[config.mk]
export PLATFORM = sky130hd
export DESIGN_NAME = prefetch_queue
export DESIGN_NICKNAME = d
export VERILOG_FILES = /design/src/rtl/cpu_types_pkg.sv /design/src/rtl/prefetch_fifo.sv /design/src/rtl/prefetch_queue.sv
export SDC_FILE = /design/constraint.sdc
export NUM_CORES = 1
export LEC_CHECK = 0
export BUFFER_PORTS_ARGS = -buffer_cell sky130_fd_sc_hd__buf_2
export CORE_MARGIN = 10
export CORE_UTILIZATION = 30
export CTS_CLUSTER_SIZE = 8
export DETAILED_ROUTE_END_ITERATION = 6
export PLACE_DENSITY = 0.57
export SLEW_MARGIN = 10
export SYNTH_ARGS = -nofsm -noshare
export SYNTH_HDL_FRONTEND = slang
export SYNTH_SLANG_ARGS = --single-unit
[constraint.sdc]
create_clock -name clk -period 6.35 [get_ports clk]
set_input_delay 0.9525 -clock clk [delete_from_list [all_inputs] [get_ports clk]]
set_output_delay 0.9525 -clock clk [all_outputs]
set_load 0.05 [all_outputs]
[src/rtl/cpu_types_pkg.sv]
// Shared fetch-path types: prefetch FSM states, queue entry layout, Thumb halfword helper.
package cpu_types_pkg;

  localparam int unsigned XLEN = 32;

  typedef enum logic [1:0] {
    ST_IDLE,
    ST_REQ,
    ST_WAIT,
    ST_DISCARD
  } fetch_state_t;

  typedef struct packed {
    logic [XLEN-1:0] instr;
    logic [XLEN-1:0] pc;
  } prefetch_entry_t;

  // Zero-extended Thumb halfword (hi selects bits [31:16]) tagged with its address.
  function automatic prefetch_entry_t half_entry(input logic [XLEN-1:0] word,
                                                 input logic            hi,
                                                 input logic [XLEN-1:0] pc);
    prefetch_entry_t e;
    e.instr = hi ? {16'h0000, word[31:16]} : {16'h0000, word[15:0]};
    e.pc    = pc;
    return e;
  endfunction

endpackage

[src/rtl/prefetch_fifo.sv]
// Instruction queue storage: up to two pushes and one pop per cycle, registered head.
module prefetch_fifo
  import cpu_types_pkg::*;
#(
  parameter int unsigned DEPTH = 4
) (
  input  logic                    clk,
  input  logic                    reset_n,
  input  logic                    clear,
  input  logic [1:0]              push_cnt,
  input  prefetch_entry_t         push_data0,
  input  prefetch_entry_t         push_data1,
  input  logic                    pop,
  output logic                    head_valid,
  output prefetch_entry_t         head,
  output logic [$clog2(DEPTH):0]  level
);

  localparam int unsigned AW = $clog2(DEPTH);
  localparam int unsigned LW = AW + 1;

  prefetch_entry_t mem_q [DEPTH];

  logic [AW-1:0]   rd_ptr_q, rd_ptr_d;
  logic [AW-1:0]   wr_ptr_q, wr_ptr_d;
  logic [LW-1:0]   level_q, level_d;
  logic [LW-1:0]   kept;
  logic            head_valid_q, head_valid_d;
  prefetch_entry_t head_q, head_d;
  logic            pop_en;

  // Next head is the oldest surviving entry, or the first pushed one when the queue drains.
  always_comb begin
    pop_en       = pop & head_valid_q;
    kept         = level_q - LW'(pop_en);
    rd_ptr_d     = rd_ptr_q + AW'(pop_en);
    wr_ptr_d     = wr_ptr_q + AW'(push_cnt);
    level_d      = kept + LW'(push_cnt);
    head_valid_d = (level_d != '0);
    head_d       = head_q;
    if (kept != '0) begin
      head_d = mem_q[rd_ptr_d];
    end else if (push_cnt != 2'd0) begin
      head_d = push_data0;
    end
    if (clear) begin
      rd_ptr_d     = '0;
      wr_ptr_d     = '0;
      level_d      = '0;
      head_valid_d = 1'b0;
      head_d       = head_q;
    end
  end

  always_ff @(posedge clk) begin
    if (!clear && push_cnt != 2'd0) begin
      mem_q[wr_ptr_q] <= push_data0;
    end
    if (!clear && push_cnt == 2'd2) begin
      mem_q[wr_ptr_q + AW'(1)] <= push_data1;
    end
  end

  always_ff @(posedge clk or negedge reset_n) begin
    if (!reset_n) begin
      rd_ptr_q     <= '0;
      wr_ptr_q     <= '0;
      level_q      <= '0;
      head_valid_q <= 1'b0;
      head_q       <= '0;
    end else begin
      rd_ptr_q     <= rd_ptr_d;
      wr_ptr_q     <= wr_ptr_d;
      level_q      <= level_d;
      head_valid_q <= head_valid_d;
      head_q       <= head_d;
    end
  end

  assign head_valid = head_valid_q;
  assign head       = head_q;
  assign level      = level_q;

endmodule

[src/rtl/prefetch_queue.sv]
// Instruction prefetcher: one outstanding bus fetch at a time, ARM/Thumb unpacking, flush redirect.
module prefetch_queue
  import cpu_types_pkg::*;
#(
  parameter int unsigned DEPTH    = 4,
  parameter logic [31:0] RESET_PC = 32'h0000_0000
) (
  input  logic                   clk,
  input  logic                   reset_n,
  output logic                   req_valid,
  output logic [31:0]            req_addr,
  input  logic                   req_ready,
  input  logic                   rsp_valid,
  input  logic [31:0]            rsp_data,
  output logic                   instr_valid,
  output logic [31:0]            instr,
  output logic [31:0]            instr_pc,
  input  logic                   instr_ready,
  input  logic                   flush,
  input  logic [31:0]            flush_pc,
  input  logic                   flush_thumb,
  output logic [$clog2(DEPTH):0] level
);

  localparam int unsigned LW = $clog2(DEPTH) + 1;

  fetch_state_t    state_q, state_d;
  logic [31:0]     fetch_pc_q, fetch_pc_d;
  logic            thumb_q, thumb_d;
  logic            skip_low_q, skip_low_d;
  logic            req_valid_q, req_valid_d;
  logic [31:0]     req_addr_q, req_addr_d;

  logic [1:0]      push_cnt;
  prefetch_entry_t push_data0, push_data1;
  prefetch_entry_t head;
  logic [LW-1:0]   free;
  logic            space_ok;
  logic            unused_flush_bit0;

  // Byte-offset bit 0 has no meaning for word or halfword redirects.
  assign unused_flush_bit0 = flush_pc[0];

  always_comb begin
    state_d     = state_q;
    fetch_pc_d  = fetch_pc_q;
    thumb_d     = thumb_q;
    skip_low_d  = skip_low_q;
    req_valid_d = req_valid_q;
    req_addr_d  = req_addr_q;
    push_cnt    = 2'd0;
    push_data0  = '0;
    push_data1  = '0;
    // A request is only issued when the whole response is guaranteed to fit.
    free        = LW'(DEPTH) - level;
    space_ok    = thumb_q ? (free >= LW'(2)) : (free >= LW'(1));

    unique case (state_q)
      ST_IDLE: begin
        if (!flush && space_ok) begin
          state_d     = ST_REQ;
          req_valid_d = 1'b1;
          req_addr_d  = fetch_pc_q;
        end
      end
      ST_REQ: begin
        if (flush) begin
          state_d     = req_ready ? ST_DISCARD : ST_IDLE;
          req_valid_d = 1'b0;
        end else if (req_ready) begin
          state_d     = ST_WAIT;
          req_valid_d = 1'b0;
        end
      end
      ST_WAIT: begin
        // A response coinciding with flush retires the outstanding fetch, so nothing is left to drop.
        if (flush) begin
          state_d = rsp_valid ? ST_IDLE : ST_DISCARD;
        end else if (rsp_valid) begin
          state_d    = ST_IDLE;
          fetch_pc_d = fetch_pc_q + 32'd4;
          skip_low_d = 1'b0;
          if (!thumb_q) begin
            push_cnt         = 2'd1;
            push_data0.instr = rsp_data;
            push_data0.pc    = fetch_pc_q;
          end else if (skip_low_q) begin
            push_cnt   = 2'd1;
            push_data0 = half_entry(rsp_data, 1'b1, fetch_pc_q + 32'd2);
          end else begin
            push_cnt   = 2'd2;
            push_data0 = half_entry(rsp_data, 1'b0, fetch_pc_q);
            push_data1 = half_entry(rsp_data, 1'b1, fetch_pc_q + 32'd2);
          end
        end
      end
      ST_DISCARD: begin
        if (rsp_valid) begin
          state_d = ST_IDLE;
        end
      end
      default: state_d = ST_IDLE;
    endcase

    if (flush) begin
      fetch_pc_d = {flush_pc[31:2], 2'b00};
      thumb_d    = flush_thumb;
      skip_low_d = flush_thumb & flush_pc[1];
    end
  end

  always_ff @(posedge clk or negedge reset_n) begin
    if (!reset_n) begin
      state_q     <= ST_IDLE;
      fetch_pc_q  <= RESET_PC;
      thumb_q     <= 1'b0;
      skip_low_q  <= 1'b0;
      req_valid_q <= 1'b0;
      req_addr_q  <= RESET_PC;
    end else begin
      state_q     <= state_d;
      fetch_pc_q  <= fetch_pc_d;
      thumb_q     <= thumb_d;
      skip_low_q  <= skip_low_d;
      req_valid_q <= req_valid_d;
      req_addr_q  <= req_addr_d;
    end
  end

  prefetch_fifo #(
    .DEPTH (DEPTH)
  ) u_fifo (
    .clk        (clk),
    .reset_n    (reset_n),
    .clear      (flush),
    .push_cnt   (push_cnt),
    .push_data0 (push_data0),
    .push_data1 (push_data1),
    .pop        (instr_ready),
    .head_valid (instr_valid),
    .head       (head),
    .level      (level)
  );

  assign req_valid = req_valid_q;
  assign req_addr  = req_addr_q;
  assign instr     = head.instr;
  assign instr_pc  = head.pc;

endmodule

==> flow_metrics.py <==
metrics = {
    "outcome": {
        "status": "finished clean",
    },
    "detailed_routing": {
        "postRouteAntennaNets": 0,
        "wl_mm": 54.71,
        "post-route-drc-count": 0,
        "wl_per_cell_um": 22.91,
        "first_pass_iters": 5,
        "vias": 12479,
        "drtIter0Drc": 938,
        "viasPerCell": 5.226,
    },
    "global_route": {
        "grt_pass1_wl_mm": 82.37,
        "grt_max_degree": 92,
        "overflow": 0,
        "antenna_found_initial": 3,
        "grt_util_all_layers_pct": 15.82,
        "grt_pass1_vias": 12995,
    },
    "sta": {
        "slew_headroom_pct": 19.55,
        "rsz0062_at_grt": "false",
        "clock-skew-final_ps": 14.01,
        "tns_ps": 0,
        "worst_slew_pin_slew_ps": 1204,
        "layout_min_cycle_time_ps": 3353,
        "final-max-slew-violation-count": 0,
        "fmax_mhz": 298.2,
        "finalSetupViolations": 0,
        "finalHoldViolCount": 0,
        "finalCritPeriodShare_pct": 52.81,
    },
    "worst_setup_path": {
        "startpoint_type": "input port",
        "worstPathArrival_ps": 3780,
        "critPathTopFamily": "simple AND/OR/NAND/NOR gates",
        "worstReg2RegStart": "state_q[0]$_DFFE_PN0P_",
        "required_ps": 6770,
        "max_stage_delay_ps": 650,
        "crit_type": "input port to flip-flop",
        "crit_path_frequent_cell": "ha_1",
        "worst_path_max_delay_cell": "nand2_2",
        "r2r-end": "u_fifo.mem_q[0][19]$_DFFE_PP_",
        "critical_path.endpoint_type": "flip-flop",
        "regToRegSetupSlack_ps": 3090,
        "path_cells": "buf_2, and2_1, ha_1, ha_1, xnor2_1, nand2_2, buf_4, a21oi_1, o21ai_0",
        "path_buf_inv": 2,
        "ff2ff_path_depth": 6,
        "critPathMaxFanout": 28,
    },
    "clock_tree": {
        "clk_latency_ps": 580,
        "clockBufferDepth": 3,
        "post_cts_resized": 0,
        "cts_tree": "built",
        "tritoncts_num_sinks": 393,
        "path_clk_slew_ps": 50,
        "htree_levels": 2,
        "postCtsSetupBuffers": 0,
        "cts-root-buf": "clkbuf_16",
        "cts-buffers-inserted": 55,
        "cts_hold_buf": 0,
    },
    "die": {
        "chipHeight_um": 261.3,
        "die_area_um2": 68260,
        "rows": 88,
        "die_w_um": 261.3,
        "coreArea_um2": 57700,
        "initial_core_util_pct": 30.27,
        "ios": 172,
    },
    "placement": {
        "hpwl_mm": 33.49,
        "place_congestion": 0.7717,
        "portBuffers": 168,
    },
    "logic_synthesis": {
        "synthDistinctLibCells": 63,
        "synth-seq-cells": 393,
        "synth_edf_count": 192,
        "syn_area_um2": 17460,
        "synthArstFlopShare_pct": 34.86,
        "syn_inst": 1435,
        "yosys_warnings": 0,
        "ys_seq_area_share_pct": 59.99,
        "synth-main-ff-cell": "edfxtp_1",
        "syn_avg_cell_area_um2": 12.17,
    },
    "final_layout": {
        "multi_input_area_um2": 6619,
        "seqCellArea_um2": 10480,
        "layout_common_cells": "edfxtp_1 (192), nand2_1 (186), nor2_1 (172)",
        "area_delta_synth_final_pct": 18.99,
        "fillCellCount": 5757,
        "post-route-util_pct": 36.01,
        "final_common_cell": "edfxtp_1",
        "drive_gt1_share_pct": 22.98,
        "nets": 1663,
        "antenna_cells": 0,
    },
    "worst_hold_path": {
        "whs_endpoint": "u_fifo.mem_q[1][48]$_SDFFE_PP0P_",
        "min_path_cells": 1,
        "hp-class": "flip-flop to flip-flop",
        "hp-start": "u_fifo.mem_q[1][48]$_SDFFE_PP0P_",
    },
    "power": {
        "total_leakage_power_nw": 7.950,
        "power.density_nw_per_um2": 454.3,
        "ir_worst_vdd_mv": 0.3461,
    },
    "run": {
        "max_cap_violations": 0,
    },
}
[registers in the layout, summed over array words and instances, names as in the netlist]
signal / count
u_fifo.level: 3
fetch_pc_q: 30
u_fifo.head: 64
u_fifo.rd_ptr_q: 2
u_fifo.wr_ptr_q: 2
skip_low_q: 1
u_fifo.head_valid: 1
u_fifo.mem_q: 256
req_valid: 1
state_q: 2
req_addr: 30
thumb_q: 1
[cell type report]
cell class	count	area share, %
sequential	393	50.42
multi-input combinational	922	31.86
clock buffer	97	7.636
timing repair buffer	196	5.089
tap	765	4.607
inverter	14	0.2529
clock inverter	1	0.1445
[worst reg2reg max path, cell delays in order, from the launching register on]
cell	delay, ps
dfrtp_1	460
nand4bb_1	280
buf_4	280
or3_2	850
a21boi_4	290
inv_2	50
buf_4	620
[through the flow]
stage	power, mW	instance area [um2]	setup WS, ps	cells	hold slack (ps)
6_report	9.439	20780	2997	2388	456.7
3_5_place_dp	6.736	19160	2417	2290	442.1
5_1_grt	9.881	20780	2882	2388	466.1
2_1_floorplan	5.676	17480	2824	1440	427.1
3_3_place_gp	6.707	19160	2412	2290	439.1
4_1_cts	9.551	20780	3016	2388	456.6
[synth_stat cells, types with 3 or more instances]
cell type  number  area, um2
edfxtp_1      192       5766
a31oi_1        23      143.9
nor4_1          5      31.28
o31ai_1         7      52.55
a21o_1         11      82.58
nand3_1        22      110.1
xor2_1          6      52.55
nor2b_1        11      68.82
nor2_1        172      645.6
o21ai_0        85      425.4
or3_1          16      100.1
clkbuf_2        3      15.01
o31a_1          3      26.28
ha_1            9      112.6
nand2_1       188      705.7
nor3_1          7      35.03
and4_1          5      43.79
mux4_2         64       1441
o2bb2ai_1      90      788.3
o22ai_1        16      100.1
and2_1          7      43.79
dfrtp_1       137       3428
mux2i_1        35      350.3
xnor2_1        10      87.58
clkbuf_1       66      247.7
inv_1          13      48.80
mux2_2         31      349.1
buf_1          14      52.55
dfxtp_1        64       1281
nand4_1        14      87.58
o311ai_0        5      43.79
nand2b_1        4      25.02
buf_2          25      125.1
or4_1          10      75.07
a211oi_1        6      45.04
a21oi_1        26      130.1
[worst max-delay path by stage]
stage / cells past startpoint / endpoint / start / slack [ps]
3_3_place_gp: 8 / u_fifo.mem_q[2][28]$_DFFE_PP_ / flush / 2410
5_1_grt: 9 / u_fifo.head[11]$_DFFE_PN0P_ / instr_ready / 2880
3_5_place_dp: 9 / u_fifo.head[7]$_DFFE_PN0P_ / instr_ready / 2420
4_1_cts: 9 / u_fifo.head[11]$_DFFE_PN0P_ / instr_ready / 3020
6_report: 9 / u_fifo.head[11]$_DFFE_PN0P_ / instr_ready / 3000
2_1_floorplan: 6 / u_fifo.mem_q[1][0]$_DFFE_PP_ / flush / 2820
[report_power, final]
group / switching, mW / total [mW] / internal (mW) / leakage [nW]
Clock: 1.09 / 2.79 / 1.70 / 0.770
Combinational: 2.33 / 3.28 / 0.947 / 2.87
Sequential: 0.297 / 3.36 / 3.07 / 4.31
[metal layers]
metal | GRT usage (%) | wire, um
met5 | 0 | 8
met4 | 4.575 | 1178
met3 | 2.878 | 3246
met2 | 27.99 | 28120
met1 | 19.37 | 22160
[cell families after synthesis]
family,count (synthesis),synth area share [%]
AO/OA/AOI/OAI,289,11.30
other,1,0.02148
adder cells (fa/ha/maj),10,0.7595
XOR/XNOR,16,0.8025
multiplexers,130,12.26
buffers and inverters,125,2.974
flip-flops,393,59.99
AND/OR/NAND/NOR,471,11.89
Power figures use the tool's default switching activity.
